<file path="config.mk">
export PLATFORM = sky130hd
export DESIGN_NAME = uart_recv_word
export DESIGN_NICKNAME = d
export VERILOG_FILES = /design/src/rtl/uart_recv_word.sv
export SDC_FILE = /design/constraint.sdc
export NUM_CORES = 1
export LEC_CHECK = 0
export ABC_AREA = 1
export CAP_MARGIN = 20
export CORE_ASPECT_RATIO = 1.75
export CORE_UTILIZATION = 58
export DETAILED_ROUTE_END_ITERATION = 16
export MAX_ROUTING_LAYER = met4
export PLACE_DENSITY = 0.89
export SYNTH_ARGS = -nofsm -noshare
export SYNTH_HDL_FRONTEND = slang
export SYNTH_SLANG_ARGS = --single-unit
</file>
<file path="constraint.sdc">
create_clock -name clk -period 2.35 [get_ports clk]
set_clock_uncertainty 0.1 [all_clocks]
set_input_delay 0.47 -clock clk [delete_from_list [all_inputs] [get_ports clk]]
set_output_delay 0.47 -clock clk [all_outputs]
set_load 0.03 [all_outputs]
</file>
<file path="src/rtl/uart_recv_word.sv">
// UART 8N1 receiver that pairs two bytes (low first) into a 16-bit word.
// Optional inter-byte timeout enabled by defining UART_RX_TIMEOUT_EN.
module uart_recv_word #(
  parameter int CLK_FREQ     = 100_000_000,
  parameter int UART_BPS     = 115200,
  parameter int TIMEOUT_BITS = 16
) (
  input  logic        clk,
  input  logic        rst_n,
  input  logic        uart_rx,
  output logic [15:0] uart_dout,
  output logic        uart_done,
  output logic        rx_err
);

  localparam int BPS_CNT = CLK_FREQ / UART_BPS;
  localparam logic [15:0] HALF_LAST = 16'(BPS_CNT / 2 - 1);
  localparam logic [15:0] BIT_LAST  = 16'(BPS_CNT - 1);
`ifdef UART_RX_TIMEOUT_EN
  localparam logic [31:0] TIMEOUT_LAST = 32'(TIMEOUT_BITS * BPS_CNT - 1);
`endif

  typedef enum logic [2:0] {
    IDLE  = 3'd0,
    START = 3'd1,
    DATA  = 3'd2,
    STOP  = 3'd3,
    GAP   = 3'd4
  } state_t;

  logic        rx_meta_r, rx_sync_r, rx_dly_r;
  logic        fall_s;
  state_t      state_r, state_s;
  logic [15:0] clk_cnt_r, clk_cnt_s;
  logic [2:0]  bit_idx_r, bit_idx_s;
  logic        byte_idx_r, byte_idx_s;
  logic [7:0]  shift_r, shift_s;
  logic [7:0]  low_byte_r, low_byte_s;
  logic [15:0] dout_r, dout_s;
  logic        done_r, done_s;
  logic        err_r, err_s;
`ifdef UART_RX_TIMEOUT_EN
  logic [31:0] gap_cnt_r, gap_cnt_s;
`endif

  assign fall_s    = rx_dly_r & ~rx_sync_r;
  assign uart_dout = dout_r;
  assign uart_done = done_r;
  assign rx_err    = err_r;

  // Two-flop synchronizer plus one delay flop for edge detection.
  always_ff @(posedge clk or negedge rst_n) begin
    if (!rst_n) begin
      rx_meta_r <= 1'b1;
      rx_sync_r <= 1'b1;
      rx_dly_r  <= 1'b1;
    end else begin
      rx_meta_r <= uart_rx;
      rx_sync_r <= rx_meta_r;
      rx_dly_r  <= rx_sync_r;
    end
  end

  // FSM and datapath state registers.
  always_ff @(posedge clk or negedge rst_n) begin
    if (!rst_n) begin
      state_r    <= IDLE;
      clk_cnt_r  <= 16'd0;
      bit_idx_r  <= 3'd0;
      byte_idx_r <= 1'b0;
      shift_r    <= 8'h00;
      low_byte_r <= 8'h00;
      dout_r     <= 16'h0000;
      done_r     <= 1'b0;
      err_r      <= 1'b0;
`ifdef UART_RX_TIMEOUT_EN
      gap_cnt_r  <= 32'd0;
`endif
    end else begin
      state_r    <= state_s;
      clk_cnt_r  <= clk_cnt_s;
      bit_idx_r  <= bit_idx_s;
      byte_idx_r <= byte_idx_s;
      shift_r    <= shift_s;
      low_byte_r <= low_byte_s;
      dout_r     <= dout_s;
      done_r     <= done_s;
      err_r      <= err_s;
`ifdef UART_RX_TIMEOUT_EN
      gap_cnt_r  <= gap_cnt_s;
`endif
    end
  end

  // Next-state and datapath updates; pulses default low every cycle.
  always_comb begin
    state_s    = state_r;
    clk_cnt_s  = clk_cnt_r;
    bit_idx_s  = bit_idx_r;
    byte_idx_s = byte_idx_r;
    shift_s    = shift_r;
    low_byte_s = low_byte_r;
    dout_s     = dout_r;
    done_s     = 1'b0;
    err_s      = 1'b0;
`ifdef UART_RX_TIMEOUT_EN
    gap_cnt_s  = gap_cnt_r;
`endif
    case (state_r)
      IDLE: begin
        if (fall_s) begin
          clk_cnt_s  = 16'd0;
          byte_idx_s = 1'b0;
          state_s    = START;
        end else begin
          state_s    = IDLE;
        end
      end
      START: begin
        if (clk_cnt_r == HALF_LAST) begin
          clk_cnt_s = 16'd0;
          if (!rx_sync_r) begin
            bit_idx_s = 3'd0;
            state_s   = DATA;
          end else if (byte_idx_r) begin
            // Glitch while waiting for the high byte keeps the low byte.
            state_s   = GAP;
`ifdef UART_RX_TIMEOUT_EN
            gap_cnt_s = 32'd0;
`endif
          end else begin
            state_s   = IDLE;
          end
        end else begin
          clk_cnt_s = clk_cnt_r + 16'd1;
        end
      end
      DATA: begin
        if (clk_cnt_r == BIT_LAST) begin
          clk_cnt_s = 16'd0;
          shift_s   = {rx_sync_r, shift_r[7:1]};
          bit_idx_s = bit_idx_r + 3'd1;
          if (bit_idx_r == 3'd7) begin
            state_s = STOP;
          end else begin
            state_s = DATA;
          end
        end else begin
          clk_cnt_s = clk_cnt_r + 16'd1;
        end
      end
      STOP: begin
        if (clk_cnt_r == BIT_LAST) begin
          clk_cnt_s = 16'd0;
          if (!rx_sync_r) begin
            err_s      = 1'b1;
            low_byte_s = 8'h00;
            byte_idx_s = 1'b0;
            state_s    = IDLE;
          end else if (!byte_idx_r) begin
            low_byte_s = shift_r;
            state_s    = GAP;
`ifdef UART_RX_TIMEOUT_EN
            gap_cnt_s  = 32'd0;
`endif
          end else begin
            dout_s     = {shift_r, low_byte_r};
            done_s     = 1'b1;
            byte_idx_s = 1'b0;
            state_s    = IDLE;
          end
        end else begin
          clk_cnt_s = clk_cnt_r + 16'd1;
        end
      end
      GAP: begin
        if (fall_s) begin
          byte_idx_s = 1'b1;
          clk_cnt_s  = 16'd0;
          state_s    = START;
`ifdef UART_RX_TIMEOUT_EN
        end else if (gap_cnt_r == TIMEOUT_LAST) begin
          err_s      = 1'b1;
          low_byte_s = 8'h00;
          byte_idx_s = 1'b0;
          state_s    = IDLE;
        end else begin
          gap_cnt_s  = gap_cnt_r + 32'd1;
        end
`else
        end else begin
          state_s    = GAP;
        end
`endif
      end
      default: begin
        state_s = IDLE;
      end
    endcase
  end

endmodule

</file>
# Word level (Yosys, flattened, before mapping)
# Index checks and enable logic that the tools add are counted.
# totals
inputBits	3
wordCells	76
ff_bits	60
output_inout_bits	18
# classes
eq_ne	15
bitwise_logic	2
n_reduce_logical	13
n_mux	32
add_sub_neg	2
# op_table
op	n
2-to-1 mux 16 bit	3
case mux 16 bit (3 select lines)	1
2-to-1 mux 3 bit	11
adder 16 x 1 -> 16 bit, second input constant	1
equality test 16 x 10 -> 1 bit, second input constant	1
equality test 16 x 9 -> 1 bit, second input constant	1
2-to-1 mux 8 bit	2
case mux 3 bit (5 select lines)	1
inequality test 2 bit, second input constant	7
2-to-1 mux 1 bit	12
AND reduction 4 bit	3
equality test 3 x 2 -> 1 bit, second input constant	2
equality test 3 bit, second input constant	2
case mux 3 bit (2 select lines)	1
AND reduction 3 bit	2
nonzero test 3 bit	2
AND reduction 2 bit	2
OR reduction 2 bit	2
adder 3 x 1 -> 3 bit, second input constant	1
equality test 3 x 1 -> 1 bit, second input constant	1
logical NOT 3 bit	1
case mux 1 bit (3 select lines)	1
inequality test 2 x 1 -> 1 bit, second input constant	1
nonzero test 2 bit	1
2 further kinds	2

# Longest topological paths before layout
# logic_depth
ltp_word	4
ltp_mapped	10

# Least setup slack after synthesis
# No wires, ideal clock.
# synth_timing
path_type	flip-flop to flip-flop
startpoint	register clk_cnt_r[0]
endpoint	register dout_r[10] (netlist: uart_dout[10])
t_required_ps	2132
path_stages_with_launch	10
synth_period_minus_slack_ps	1656
arrival_time_ps	1438
slack_ps	694
setup_time_ps	118
path_cell_list	dfrtp_1 -> ha_1 -> nand2_1 -> nor2_1 -> nand2_1 -> inv_2 -> nand3b_2 -> buf_2 -> nand2_1 -> nand2_1
# synth_between
elab_chain_cells	2
# synth_rtl
item	line	rtl
start, declared	34	logic [15:0] clk_cnt_r, clk_cnt_s;
start signal, assigned	81	clk_cnt_r <= clk_cnt_s;
equality test 16 x 10 -> 1 bit	153	if (clk_cnt_r == BIT_LAST) begin
AND reduction 4 bit (no source line)	n/a	
end signal, assigned	86	dout_r <= dout_s;
end, declared	39	logic [15:0] dout_r, dout_s;
# Every way passes these cells.
# A chain may end at the register's enable or synchronous reset.

# Final worst setup path
# layout_timing
startpoint	register clk_cnt_r[0]
endpoint	register low_byte_r[1]
# layout_between
elab_chain_cells	2
# layout_rtl
item	line	rtl
equality test 16 x 10 -> 1 bit	153	
AND reduction 3 bit (no source line)	n/a	
end signal, assigned	85	low_byte_r <= low_byte_s;
end, declared	38	logic [7:0] low_byte_r, low_byte_s;
# Every way passes these cells.

==> impl_results.md <==
- Die H: 96.31 um
- Synthesized instance count: 382
- RSZ-0062 raised after global routing: false
- Leakage: around 0.0018 uW
- Area contributors post-synth: dfrtp_1 (48%), nand2_1 (20%), nand3_1 (6.3%)
- Most frequent cells in the layout: nand2_1 (156), dfrtp_1 (57), nand3_1 (37), nor2_1 (36), inv_1 (31)
- Core ar.: 4935 um2
- Post CTS Setup Buffer Count: 0
- H-Tree Depth: 3
- Synth top area share: 48.39%
- Setup TNS: 0 ns
- I/O pin count: 21
- Max_cap viols: 0
- CP required: 2.48 ns
- CP Class: register to register
- Initial Util: about three fifths
- CP arrival: between 2 and 2.5 ns
- Largest net degree at the start of global routing: 39
- Drc violations: 0
- Synth unique cells: 24
- Worst-Skew Late Latency: between 0.3 and 0.4 ns
- Ys Warns: 0
- Post-Syn Nets: 389
- Drt pass-1 iters: 4
- Post-route cell area: 3466 um2
- Total grt overflow: 0
- Gr usage total: 29.04%
- Setup crit start: clk_cnt_r[0]$_DFFE_PN0P_
- CTS tree: yes
- Initial antenna violation count: 0
- Cell area after synthesis: 2948 um2
- ANT cells: 0
- Placement Cell Area: 3216 um2
- Crit start category: register
- Final setup fails: 0
- Crit. End Element: register
- Clock Tree Root: clkbuf_8
- Share of the yosys chip area belonging to registers: 51.06%
- Post-route ant nets: 0
- Dominant cell type by area after synthesis: dfrtp_1
- HPWL after DPL: between 4000 and 5000 um
- Worst r2r src: clk_cnt_r[0]$_DFFE_PN0P_
- Clock Path Buffers: 2
- Final worst-path cycle share: 87.22%
- Syn Area/Cell: slightly below 8 um2
- DR WL/cell: 14.16 um
- Hold crit path type: primary input to async pin
- Resized Gates After CTS: 0
- CTS buffer count: 9
- Via count: 2610
- Clock sink count: 60
- Gpl congestion: 0.9283
- Most common cell after layout, fill and taps aside: nand2_1
- Hold Vio Cnt, Final: 0
- Clock slew at reported path FFs: 0.07 ns
- Layout cells sized above 1: 7.452%
- Max VDD drop: 0.0006622 V
- Area added between synthesis and finish: 17.57%
- Iteration-0 DRC Markers: about 100
- R2R depth: 8
- R2R Setup Slk: 0.30 ns
- DIE AREA: about 5400 um2
- Status: completed
- Vias in the first global route: 2697
- Minimum clock period: between 2 and 2.5 ns
- PwrDens: 861.6 nW/um2
- Hold Buf Count CTS: 0
- Chip width: 55.89 um
- Critical Path Fanout Max: 10
- Final WL: about 6700 um
- First-pass GRT wire length: 11430 um
- Worst slew pin tran: 0.6499 ns
- # port buffers: 20
- Vias per cell: between 5 and 6
- Slew Viols, Final: 0
- Row count: 34
- Seq cells post-synth: 60
- NumNets Final: 418
- Hold WS: 0.01411 ns
- Fmax: ~500 MHz
- Slew HR: 56.57%
-- metal layers --
layer	track usage, %	wire [um]	vias up
li1	-	-	1284
met1	26.59	2410	1220
met2	52.81	3656	78
met3	6.586	267	28
met4	20.53	323	0
met5	-	0	-
-- state kept, by name, indices dropped and copies added (netlist names) --
signal,flops
clk_cnt_r,16
uart_dout,16
low_byte_r,8
shift_r,8
bit_idx_r,3
state_r,3
byte_idx_r,1
rx_dly_r,1
rx_err,1
rx_meta_r,1
rx_sync_r,1
uart_done,1
-- through the flow --
| stage | util [%] | instances | setup slack [ns] | total power, uW |
|---|---|---|---|---|
| 6_report | 70.23 | 470 | 0.3004 | 2986 |
| 5_1_grt | 70.23 | 470 | 0.1045 | 3135 |
| 4_1_cts | 70.23 | 470 | 0.3256 | 2985 |
| 3_5_place_dp | 65.16 | 454 | 0.3860 | 1840 |
| 3_3_place_gp | 65.16 | 454 | 0.4315 | 1813 |
| 2_1_floorplan | - | 382 | 0.6940 | 1640 |
-- cells in the mapped netlist --
cell type / count
nand2_1: 156
dfrtp_1: 57
nand3_1: 37
nor2_1: 36
inv_1: 31
nand4_1: 13
a21oi_1: 11
o21ai_0: 9
ha_1: 4
inv_2: 4
o2111ai_1: 4
buf_2: 3
dfstp_2: 3
xor2_1: 3
nor2_4: 2
a21boi_0: 1
buf_6: 1
clkbuf_1: 1
nand3b_2: 1
nor2_2: 1
nor3_1: 1
nor3_4: 1
o21bai_1: 1
o22ai_1: 1
-- worst paths after layout --
kind,to
max,low_byte_r[1]$_DFFE_PN0P_
min,low_byte_r[6]$_DFFE_PN0P_
max reg2reg,low_byte_r[1]$_DFFE_PN0P_
min reg2reg,rx_sync_r$_DFF_PN1_
max in group asynchronous,rx_meta_r$_DFF_PN1_
min in group clk,rx_sync_r$_DFF_PN1_
-- logic make-up after synthesis --
group / synth area share, %
compound gates: 5.306
xor+xnor: 0.8915
fa+ha+maj: 1.698
buf+inv: 5.475
flops: 51.06
simple gates: 35.57
-- where the power goes --
| part | total (uW) | internal [uW] | switching, uW |
|---|---|---|---|
| logic | 653 | 173 | 480 |
| clock network | 1160 | 761 | 396 |
| registers | 1180 | 1100 | 76.3 |
-- critical path, stage by stage (launching register included) --
cell and delay, ns:
dfrtp_1 0.40, ha_1 0.34, nand2_1 0.09, nor2_1 0.10
nand2_1 0.13, inv_2 0.19, nand3_1 0.30, nand2_1 0.20
nand2_1 0.08
-- final cells by class --
class / instances / area (um2)
timing repair buffer: 23 / 230.2
inverter: 35 / 131.4
clock buffer: 12 / 155.1
tap: 54 / 67.56
sequential: 60 / 1505
clock inverter: 4 / 95.09
fill: 395 / 1469
multi-input combinational: 282 / 1281
No activity file was read; power rests on OpenSTA's default activity.
